<file path="src/rtl/imem_loader_if.sv">
// Host-to-loader instruction beat channel plus the instruction-memory port,
// bundled so the loader sees one bus; master = host/memory side, slave = loader.
interface imem_loader_if #(
  parameter int ADDR_W = 8
);
  logic              in_valid;
  logic              in_ready;
  logic [3:0]        in_op;
  logic [3:0]        in_f1;
  logic [3:0]        in_f2;
  logic [3:0]        in_f3;
  logic [11:0]       in_imm;
  logic              in_last;
  logic              imem_wen;
  logic [ADDR_W-1:0] imem_addr;
  logic [15:0]       imem_wdata;
  logic [15:0]       imem_rdata;

  modport master (
    output in_valid, in_op, in_f1, in_f2, in_f3, in_imm, in_last, imem_rdata,
    input  in_ready, imem_wen, imem_addr, imem_wdata
  );

  modport slave (
    input  in_valid, in_op, in_f1, in_f2, in_f3, in_imm, in_last, imem_rdata,
    output in_ready, imem_wen, imem_addr, imem_wdata
  );
endinterface

</file>
<file path="src/rtl/imem_loader.sv">
// Packs structured instruction fields into 16-bit words and writes them to
// consecutive instruction-memory addresses. Define LOADER_READBACK_EN to verify each write.
module imem_loader #(
  parameter int ADDR_W = 8
) (
  input  logic              clk,
  input  logic              rst_n,
  input  logic              start,
  input  logic [ADDR_W-1:0] base_addr,
  imem_loader_if.slave      bus,
  output logic              busy,
  output logic              done,
  output logic              err,
  output logic [1:0]        err_code,
  output logic [ADDR_W:0]   count
);

  localparam logic [ADDR_W:0] DEPTH_C = {1'b1, {ADDR_W{1'b0}}};

`ifdef LOADER_READBACK_EN
  typedef enum logic [2:0] {
    S_IDLE   = 3'd0,
    S_ACCEPT = 3'd1,
    S_WRITE  = 3'd2,
    S_DONE   = 3'd3,
    S_READ   = 3'd4,
    S_CHECK  = 3'd5
  } state_t;
`else
  typedef enum logic [1:0] {
    S_IDLE   = 2'd0,
    S_ACCEPT = 2'd1,
    S_WRITE  = 2'd2,
    S_DONE   = 2'd3
  } state_t;
`endif

  function automatic logic is_legal(input logic [3:0] op);
    return (op < 4'd14);
  endfunction

  // Every format except JUMP/JAL and JR places f1,f2,f3 in the three low nibbles.
  function automatic logic [15:0] encode(input logic [3:0] op, input logic [3:0] f1,
                                         input logic [3:0] f2, input logic [3:0] f3,
                                         input logic [11:0] imm);
    logic [15:0] w;
    case (op)
      4'd11, 4'd13: w = {op, imm};
      4'd12:        w = {op, f1, 8'h00};
      4'd14, 4'd15: w = 16'h0000;
      default:      w = {op, f1, f2, f3};
    endcase
    return w;
  endfunction

  state_t            state_q, state_d;
  logic [ADDR_W-1:0] addr_q, addr_d;
  logic [ADDR_W-1:0] waddr_q, waddr_d;
  logic [ADDR_W:0]   count_q, count_d;
  logic [15:0]       word_q, word_d;
  logic              last_q, last_d;
  logic              err_q, err_d;
  logic [1:0]        code_q, code_d;
  logic              in_ready_q, in_ready_d;
  logic              wen_q, wen_d;
  logic              busy_q, busy_d;
  logic              done_q, done_d;

`ifndef LOADER_READBACK_EN
  logic rdata_unused;
  assign rdata_unused = ^bus.imem_rdata;
`endif

  always_comb begin
    state_d = state_q;
    addr_d  = addr_q;
    waddr_d = waddr_q;
    count_d = count_q;
    word_d  = word_q;
    last_d  = last_q;
    err_d   = err_q;
    code_d  = code_q;
    case (state_q)
      S_IDLE: begin
        if (start) begin
          state_d = S_ACCEPT;
          addr_d  = base_addr;
          count_d = {(ADDR_W+1){1'b0}};
          err_d   = 1'b0;
          code_d  = 2'b00;
        end else begin
          state_d = S_IDLE;
        end
      end
      S_ACCEPT: begin
        if (bus.in_valid) begin
          if (!is_legal(bus.in_op)) begin
            err_d   = 1'b1;
            code_d  = 2'b01;
            state_d = S_DONE;
          end else if (count_q == DEPTH_C) begin
            err_d   = 1'b1;
            code_d  = 2'b10;
            state_d = S_DONE;
          end else begin
            word_d  = encode(bus.in_op, bus.in_f1, bus.in_f2, bus.in_f3, bus.in_imm);
            last_d  = bus.in_last;
            waddr_d = addr_q;
            state_d = S_WRITE;
          end
        end else begin
          state_d = S_ACCEPT;
        end
      end
      S_WRITE: begin
        addr_d  = addr_q + ADDR_W'(1);
        count_d = count_q + (ADDR_W+1)'(1);
`ifdef LOADER_READBACK_EN
        state_d = S_READ;
`else
        if (last_q) begin
          state_d = S_DONE;
        end else begin
          state_d = S_ACCEPT;
        end
`endif
      end
`ifdef LOADER_READBACK_EN
      S_READ: begin
        state_d = S_CHECK;
      end
      // Read data for the address presented in READ arrives during CHECK.
      S_CHECK: begin
        if (bus.imem_rdata != word_q) begin
          err_d   = 1'b1;
          code_d  = 2'b11;
          state_d = S_DONE;
        end else if (last_q) begin
          state_d = S_DONE;
        end else begin
          state_d = S_ACCEPT;
        end
      end
`endif
      S_DONE: begin
        state_d = S_IDLE;
      end
      default: begin
        state_d = S_IDLE;
      end
    endcase

    in_ready_d = (state_d == S_ACCEPT);
    wen_d      = (state_d == S_WRITE);
    busy_d     = (state_d != S_IDLE);
    done_d     = (state_d == S_DONE);
  end

  // State and registered outputs; outputs are decoded from the next state.
  always_ff @(posedge clk or negedge rst_n) begin
    if (!rst_n) begin
      state_q    <= S_IDLE;
      addr_q     <= {ADDR_W{1'b0}};
      waddr_q    <= {ADDR_W{1'b0}};
      count_q    <= {(ADDR_W+1){1'b0}};
      word_q     <= 16'h0000;
      last_q     <= 1'b0;
      err_q      <= 1'b0;
      code_q     <= 2'b00;
      in_ready_q <= 1'b0;
      wen_q      <= 1'b0;
      busy_q     <= 1'b0;
      done_q     <= 1'b0;
    end else begin
      state_q    <= state_d;
      addr_q     <= addr_d;
      waddr_q    <= waddr_d;
      count_q    <= count_d;
      word_q     <= word_d;
      last_q     <= last_d;
      err_q      <= err_d;
      code_q     <= code_d;
      in_ready_q <= in_ready_d;
      wen_q      <= wen_d;
      busy_q     <= busy_d;
      done_q     <= done_d;
    end
  end

  assign bus.in_ready   = in_ready_q;
  assign bus.imem_wen   = wen_q;
  assign bus.imem_addr  = waddr_q;
  assign bus.imem_wdata = word_q;
  assign busy           = busy_q;
  assign done           = done_q;
  assign err            = err_q;
  assign err_code       = code_q;
  assign count          = count_q;

endmodule

</file>
<file path="src/flat_wrapper.sv">
// flat-port wrapper written by rule: the top's interface ports become plain ports
module imem_loader_flat 
#(
  parameter int ADDR_W = 8
)
  (clk, rst_n, start, base_addr, busy, done, err, err_code, count, bus_in_valid, bus_in_op, bus_in_f1, bus_in_f2, bus_in_f3, bus_in_imm, bus_in_last, bus_imem_rdata, bus_in_ready, bus_imem_wen, bus_imem_addr, bus_imem_wdata);
  imem_loader_if #(.ADDR_W(ADDR_W)) bus_i ();
  input  logic clk;
  input  logic rst_n;
  input  logic start;
  input  logic [ADDR_W-1:0] base_addr;
  output logic busy;
  output logic done;
  output logic err;
  output logic [1:0] err_code;
  output logic [ADDR_W:0] count;
  input wire logic [$bits(bus_i.in_valid)-1:0] bus_in_valid;
  input wire logic [$bits(bus_i.in_op)-1:0] bus_in_op;
  input wire logic [$bits(bus_i.in_f1)-1:0] bus_in_f1;
  input wire logic [$bits(bus_i.in_f2)-1:0] bus_in_f2;
  input wire logic [$bits(bus_i.in_f3)-1:0] bus_in_f3;
  input wire logic [$bits(bus_i.in_imm)-1:0] bus_in_imm;
  input wire logic [$bits(bus_i.in_last)-1:0] bus_in_last;
  input wire logic [$bits(bus_i.imem_rdata)-1:0] bus_imem_rdata;
  output wire logic [$bits(bus_i.in_ready)-1:0] bus_in_ready;
  output wire logic [$bits(bus_i.imem_wen)-1:0] bus_imem_wen;
  output wire logic [$bits(bus_i.imem_addr)-1:0] bus_imem_addr;
  output wire logic [$bits(bus_i.imem_wdata)-1:0] bus_imem_wdata;
  assign bus_i.in_valid = bus_in_valid;
  assign bus_i.in_op = bus_in_op;
  assign bus_i.in_f1 = bus_in_f1;
  assign bus_i.in_f2 = bus_in_f2;
  assign bus_i.in_f3 = bus_in_f3;
  assign bus_i.in_imm = bus_in_imm;
  assign bus_i.in_last = bus_in_last;
  assign bus_i.imem_rdata = bus_imem_rdata;
  assign bus_in_ready = bus_i.in_ready;
  assign bus_imem_wen = bus_i.imem_wen;
  assign bus_imem_addr = bus_i.imem_addr;
  assign bus_imem_wdata = bus_i.imem_wdata;
  imem_loader #(.ADDR_W(ADDR_W)) u_core (.clk(clk), .rst_n(rst_n), .start(start), .base_addr(base_addr), .bus(bus_i), .busy(busy), .done(done), .err(err), .err_code(err_code), .count(count));
endmodule
</file>
<file path="config.mk">
export PLATFORM = sky130hd
export DESIGN_NAME = imem_loader_flat
export DESIGN_NICKNAME = d
export VERILOG_FILES = /design/src/rtl/imem_loader_if.sv /design/src/rtl/imem_loader.sv /design/src/flat_wrapper.sv
export SDC_FILE = /design/constraint.sdc
export NUM_CORES = 1
export LEC_CHECK = 0
export BUFFER_PORTS_ARGS = -buffer_cell sky130_fd_sc_hd__buf_2
export CELL_PAD_IN_SITES_DETAIL_PLACEMENT = 1
export CELL_PAD_IN_SITES_GLOBAL_PLACEMENT = 1
export CORE_ASPECT_RATIO = 1.5
export CORE_MARGIN = 1.5
export CORE_UTILIZATION = 33
export CTS_CLUSTER_DIAMETER = 150
export DETAILED_ROUTE_END_ITERATION = 7
export PLACE_DENSITY = 0.73
export SLEW_MARGIN = 30
export SYNTH_ARGS = -nofsm -noshare
export SYNTH_HDL_FRONTEND = slang
export SYNTH_SLANG_ARGS = --single-unit
</file>
<file path="constraint.sdc">
create_clock -name clk -period 1.73 [get_ports clk]
set_input_delay 0.0865 -clock clk [delete_from_list [all_inputs] [get_ports clk]]
set_output_delay 0.0865 -clock clk [all_outputs]
set_load 0.02 [all_outputs]
</file>
==> impl_summary.log, run 1 <==
INFO  metric detail_route_antenna_nets = 0
INFO  metric cts.root.buffer_cell = clkbuf_16
INFO  metric initial_utilization = 33.7%
INFO  metric detailroute.via_count = between 2000 and 2500
INFO  metric die_y = approximately 110 µm
INFO  metric ys_types = 48
INFO  metric wire_per_inst = 16.4 µm
INFO  metric drc = 0
INFO  metric timing_worst_setup_path_type = register to register
INFO  metric detail_route.iter0.violations = 84
INFO  metric critical_path.reg2reg.startpoint = u_core.count[1]
INFO  metric syn-mean-instance-area = 10.3 µm²
INFO  metric vdd_drop_max = 0.000560 V
INFO  metric synth_fp_nets = between 300 and 400
INFO  metric critPathArrivalTime = approximately 1900 ps
INFO  metric holdWs = 44.9 ps
INFO  metric hpwl = 5390 µm
INFO  metric clk_transition_reported_paths = roughly 70 ps
INFO  metric timing.max_cap.violations = 0
INFO  metric cts_tree = yes
INFO  metric ys.warnings.count = 0
INFO  metric clock_path_buffers = 2
INFO  metric layout_worst_path_cycle_share = 97.9%
INFO  metric core_region_area = between 0.007 and 0.008 mm²
INFO  metric clkSinkCount = 51
INFO  metric worst_hold_path_type = input port to register
INFO  metric synth_flop_cell = dfrtp_1
INFO  metric number_of_synthesized_flops_with_an_enable_pin = 0
INFO  metric inserted_diodes = 0
INFO  metric grt_pass1_wl = ~12000 µm
INFO  metric maxSlewViolCount = 0
INFO  metric antenna_found_initial = 0
INFO  metric fp-row-count = 39
INFO  metric worst_setup_path_end_kind = register
INFO  metric max_slew_margin = between 60% and 70%
INFO  metric critPathLaunchType = register
INFO  metric post_synth_instance_area = 0.00255 mm²
INFO  metric hold_path.startpoint = bus_in_last
INFO  metric setup_viol = 0
INFO  metric report.power.total = roughly 6 mW
INFO  metric post_synth_inst_count = roughly 250
INFO  metric overflow_after_grt = 0
INFO  metric finalClockSkew = a little under 9 ps
INFO  metric tightestPinTransition = around 530 ps
INFO  metric postRouteWirelength = between 7000 and 8000 µm
INFO  metric flip_flop_and_latch_area = about 0.0013 mm²
INFO  metric synth.yosys.seq_area_share = about half
INFO  metric buffer_ports.inserted = 80
INFO  metric rrSetupSlack = between 30 and 40 ps
INFO  metric first_drt_pass_iteration_count = 4
INFO  metric timing.setup.tns = 0 ps
INFO  metric postSynthRegisterBits = 51
INFO  metric grt_max_degree = 35
INFO  metric area_growth = 35.6%
INFO  metric period_needed = ~1700 ps
INFO  metric pwr_density_cell = 1790 mW/mm²
INFO  metric instances_no_fill = around 450
INFO  metric timing.rr.end = u_core.bus.imem_wdata[8]
INFO  metric post_placement_cell_count = between 400 and 500
INFO  metric h_tree_depth = 2
INFO  metric gr-usage-all-layers = 18.7%
INFO  metric fp.dieArea = approximately 0.0083 mm²
INFO  metric numCtsBuffers = 5
INFO  metric multiInputGateArea = 0.00120 mm²
INFO  metric final_common_cell = buf_2
INFO  metric drive_gt1_share = roughly 40%
INFO  metric status = finished, final reports clean
INFO  metric drt-vias-per-instance = 5.16
INFO  metric layout.nets = about 400
INFO  metric timing.critical_path.from = u_core.count[1]
INFO  metric layout_common_cells = buf_2, dfrtp_1, a21oi_1, nand2_1, nor2_1
INFO  metric synth_async_sr_flop_share = 100%
INFO  metric rsz_0062_raised_after_global_routing = true
INFO  metric fmax = just under 600 MHz
INFO  metric crit_fanout = 17
INFO  metric number_of_global_route_vias_before_repair = 2488
INFO  metric power_leakage = ~1.7 nW
INFO  metric min_to = u_core.last_q
INFO  metric finalCoreUtilization = 45.7%
INFO  metric finalHoldViolations = 0
INFO  metric hold_path_depth = 2
INFO  metric timing.reg2reg.worst_path_depth = 6
INFO  metric clock_insertion_delay_worst_skew = approximately 300 ps
INFO  metric io-pin-count = a little under 100
INFO  metric fp.dieW = roughly 75 µm
INFO  metric num-fill-cells = around 890
INFO  metric timing.critical_path.required = roughly 1900 ps
INFO  metric place_congestion = between 0.7 and 0.8
==> power by group <==
part | switching [mW] | internal (mW) | leakage [nW] | total (mW)
clock network | 0.445 | 0.828 | 0.0900 | 1.27
registers | 0.375 | 1.70 | 0.614 | 2.07
logic | 1.57 | 1.26 | 0.948 | 2.83
==> area by class of cell <==
type	count	area share, %
clock buffers	5	3.62
repair buffers	102	18.0
clock inverters	3	1.96
well taps	102	3.69
flip-flops and latches	51	37.0
multi-input cells	175	34.8
inverters	8	0.869
==> worst max-delay path, cell delays in order (launching register included) <==
cell and delay [ps]:
dfrtp_2 370, inv_2 40, ha_2 160, nor4b_4 140, a211oi_4 320, buf_12 220, mux2_4 320
==> how the worst max path moves through the flow <==
| stage | endpoint | cells past startpoint |
|---|---|---|
| 3_5_place_dp | u_core.bus.imem_wdata[8] | 6 |
| 3_3_place_gp | u_core.bus.imem_wdata[8] | 6 |
| 4_1_cts | u_core.bus.imem_wdata[9] | 6 |
| 2_1_floorplan | u_core.bus.imem_addr[0] | 6 |
| 5_1_grt | u_core.bus.imem_wdata[8] | 6 |
| 6_report | u_core.bus.imem_wdata[8] | 6 |
==> through the flow <==
step / cell area (µm²) / worst slack [ps]
finish: 3450 / 35.9
global route: 3450 / -34.2
CTS: 3400 / 7.61
detailed placement: 3190 / 14.6
global placement: 3190 / 48.2
floorplan: 2560 / -59.2
==> state kept, by name, indices dropped and copies added (netlist names) <==
register,flops
u_core.addr_q,8
u_core.bus.imem_wdata,16
u_core.bus.imem_addr,8
u_core.busy,1
u_core.last_q,1
u_core.bus.in_ready,1
u_core.bus.imem_wen,1
u_core.err,1
u_core.err_code,2
u_core.state_q,2
u_core.count,9
u_core.done,1
==> logic make-up after synthesis <==
family	after synthesis	synth area share, %
compound gates	78	19.5
simple gates	74	15.2
xor+xnor	2	0.688
buf+inv	22	3.98
flops	51	50.1
fa+ha+maj	7	3.05
mux	14	7.51
==> what timing repair did <==
| action | in CTS | in global routing |
|---|---|---|
| hold buffers | 1 | 0 |
| gates cloned | 0 | 1 |
| pin swaps | 0 | 1 |
| setup endpoints to repair | 2 | 15 |
| hold endpoints to repair | 19 | 0 |
| resized for setup | 2 | 7 |
| buffers inserted | 0 | 2 |
==> layer usage <==
layer  vias to the layer above  GRT usage (%)  share of wire [%]  wire length, µm
met3                         9           5.02                5.6              410
li1                       1090              -                  -                -
met2                        69           34.4                 54             3950
met5                         -              0                  0                0
met1                      1135           19.6                 39             2820
met4                         0           6.30                1.6              116
==> synth_stat cells (all sizes together) (5+ instances only) <==
| library cell | instances | share of area [%] |
|---|---|---|
| a21oi | 27 | 5.3 |
| a22oi | 8 | 2.4 |
| and3 | 5 | 1.2 |
| buf | 10 | 2.2 |
| dfrtp | 51 | 50 |
| inv | 8 | 1.2 |
| mux2 | 14 | 7.5 |
| nand2 | 18 | 2.7 |
| nand3 | 9 | 1.8 |
| nor2 | 20 | 2.9 |
| nor2b | 5 | 1.2 |
| o21ai | 15 | 2.9 |
| o22ai | 8 | 2.0 |
No activity file was read; power rests on OpenSTA's default activity.
==> inputs of run 2 (changes only) <==
- CORE_UTILIZATION: 33 -> 39
- PLACE_DENSITY: 0.73 -> 0.81
- clock period: 1.73 -> 2.2 ns (I/O delays scaled with it)
==> run 2 against run 1 <==
Net effect: cell count shrank 9.6%; clock power shrank 56%; via count shrank 3.8%; total power is 32% lower; register-to-register slack improved by 180 ps; combinational power is 30% lower; critical path type unchanged; sequential power fell by 20%.
==> impl_summary.log, run 2 (synthesis gave the netlist of run 1 again) <==
INFO  metric critical_path.reg2reg.startpoint = u_core.count[0]
INFO  metric rsz_0062_raised_after_global_routing = false
INFO  metric fp.dieArea = 0.00704 mm²
INFO  metric rrSetupSlack = around 220 ps
INFO  metric clk_transition_reported_paths = about 100 ps
INFO  metric worst_setup_path_end_kind = register
INFO  metric number_of_global_route_vias_before_repair = ~2300
INFO  metric final_common_cell = buf_2
INFO  metric sw_frac_of_total = a little over two fifths
INFO  metric layout.nets = just under 400
INFO  metric timing.critical_path.slowest_stage_cell = dfrtp_1
INFO  metric power_switching = approximately 1.8 mW
INFO  metric die_y = about 100 µm
INFO  metric finalCoreUtilization = roughly 50%
INFO  metric fp.dieW = between 60 and 70 µm
INFO  metric cp_cell_sequence = inv_1, ha_1, nor4b_2, a211oi_4, buf_12, mux2_2
INFO  metric timing.max_cap.violations = 0
INFO  metric finalHoldViolations = 0
INFO  metric combinationalPowerShare = 47.2%
INFO  metric timing.reg2reg.worst_path_depth = 6
INFO  metric layout.cell_area.non_filler = 0.00313 mm²
INFO  metric timing_worst_setup_path_type = register to register
INFO  metric numCtsBuffers = 5
INFO  metric cts.repair_timing.setup_buffer_count = 0
INFO  metric min_to = u_core.last_q
INFO  metric detailedPlace.worstSlack = around 220 ps
INFO  metric pwr_density_cell = about 1300 mW/mm²
INFO  metric h_tree_depth = 2
INFO  metric sequentialPowerShare = around two fifths
INFO  metric setup_slack = between 200 and 250 ps
INFO  metric postRouteWirelength = 6720 µm
INFO  metric holdWs = ~34 ps
INFO  metric clock_path_buffers = 2
INFO  metric overflow_after_grt = 0
INFO  metric layout_common_cells = buf_2, dfrtp_1, a21oi_1, nor2_1, nand2_1
INFO  metric first_drt_pass_iteration_count = 4
INFO  metric largest_register_ff_count = 16
INFO  metric critPathArrivalTime = 2180 ps
INFO  metric maxSlewViolCount = 0
INFO  metric timing.critical_path.required = roughly 2400 ps
INFO  metric cp_slowest_stage_delay = 500 ps
INFO  metric fmax = 505 MHz
INFO  metric grt_max_degree = 52
INFO  metric dpl_cell_area = ~0.003 mm²
INFO  metric hold_path.startpoint = bus_in_last
INFO  metric cts.root.buffer_cell = clkbuf_8
INFO  metric cts_tree = yes
INFO  metric area_growth = 22.9%
INFO  metric core_region_area = approximately 0.0062 mm²
INFO  metric worst_hold_path_type = input port to register
INFO  metric critPathLaunchType = register
INFO  metric place_congestion = around 0.84
INFO  metric cp_top_family = flip-flops
INFO  metric num-fill-cells = 737
INFO  metric hpwl = 4950 µm
INFO  metric initial_utilization = 41.0%
INFO  metric setup_viol = 0
INFO  metric grt_pass1_wl = between 10000 and 15000 µm
INFO  metric inserted_diodes = 0
INFO  metric p_int = about 2.4 mW
INFO  metric crit_fanout = 35
INFO  metric critPathBufInv = 2
INFO  metric power_leakage = between 1 and 1.5 nW
INFO  metric io-pin-count = between 90 and 100
INFO  metric drc = 0
INFO  metric vdd_drop_max = roughly 0.00054 V
INFO  metric timing.setup.tns = 0 ps
INFO  metric drt-vias-per-instance = 5.50
INFO  metric timing.rr.end = u_core.bus.imem_wdata[9]
INFO  metric detail_route.iter0.violations = 112
INFO  metric share_clk_of_total_power = between 10% and 20%
INFO  metric clock_insertion_delay_worst_skew = ~320 ps
INFO  metric detailroute.via_count = about 2200
INFO  metric drive_gt1_share = 34.3%
INFO  metric finalClockSkew = ~12 ps
INFO  metric fp-row-count = 35
INFO  metric period_needed = slightly below 2000 ps
INFO  metric gr-usage-all-layers = about a fifth
INFO  metric detail_route_antenna_nets = 0
INFO  metric antenna_found_initial = 0
INFO  metric tightestPinTransition = around 650 ps
INFO  metric status = finished, final reports clean
INFO  metric max_slew_margin = 56.4%
INFO  metric hold_path_depth = 2
INFO  metric clkSinkCount = slightly above 50
INFO  metric buffer_ports.inserted = 80
INFO  metric layout_worst_path_cycle_share = around nine tenths
INFO  metric wire_per_inst = 16.7 µm
==> run 2: cell types whose count changed in the layout (fill, tap and decap cells not counted), moves of 4 or more <==
cell	before	now
mux2_4	13	9
buf_4	17	5
mux2_2	1	5
clkbuf_8	0	5
clkbuf_16	6	0
==> run 2: area by class of cell <==
class                      instances  area [µm²]  share of cell area [%]
timing repair buffer              87         468                    14.9
clock inverter                     3        25.0                   0.799
clock buffer                       5        68.8                    2.20
multi-input combinational        175        1170                    37.4
inverter                           8        30.0                   0.959
tap                               74        92.6                    2.96
sequential                        51        1280                    40.8
==> run 2: metrics by stage <==
stage | std cells | total power [mW]
final | 403 | 4.19
after detailed placement | 394 | 3.67
after CTS | 403 | 4.24
after global placement | 394 | 3.57
after floorplan | 248 | 2.98
after global routing | 403 | 4.51
==> run 2: worst max-delay path by stage <==
stage / cells after the start / startpoint / end
5_1_grt: 6 / u_core.count[1] / u_core.err_code[0]
3_3_place_gp: 6 / u_core.count[0] / u_core.bus.imem_wdata[8]
2_1_floorplan: 6 / u_core.count[0] / u_core.bus.imem_addr[0]
6_report: 6 / u_core.count[0] / u_core.bus.imem_wdata[9]
3_5_place_dp: 6 / u_core.count[0] / u_core.bus.imem_wdata[9]
4_1_cts: 6 / u_core.count[0] / u_core.bus.imem_wdata[9]
==> run 2: repair_timing <==
item | CTS | global route
hold buffers | 1 | 0
endpoints found under the hold margin | 51 | 0
gates resized for setup | 0 | 0
==> run 2: per-layer routing <==
layer  vias to the layer above  global-route usage [%]  wire (µm)
met4                         0                    7.39        126
met1                      1073                    24.2       2680
met5                         -                       0          0
met3                        10                    4.41        450
met2                        70                    36.5       3460
li1                       1062                       -          -
==> run 2: power groups by stage <==
stage | combinational, mW | clock (mW) | sequential [mW]
6_report | 1.98 | 0.559 | 1.65
5_1_grt | 2.18 | 0.618 | 1.71
2_1_floorplan | 1.03 | 0 | 1.94
3_5_place_dp | 1.99 | 0 | 1.68
4_1_cts | 2.00 | 0.578 | 1.66
3_3_place_gp | 1.93 | 0 | 1.64
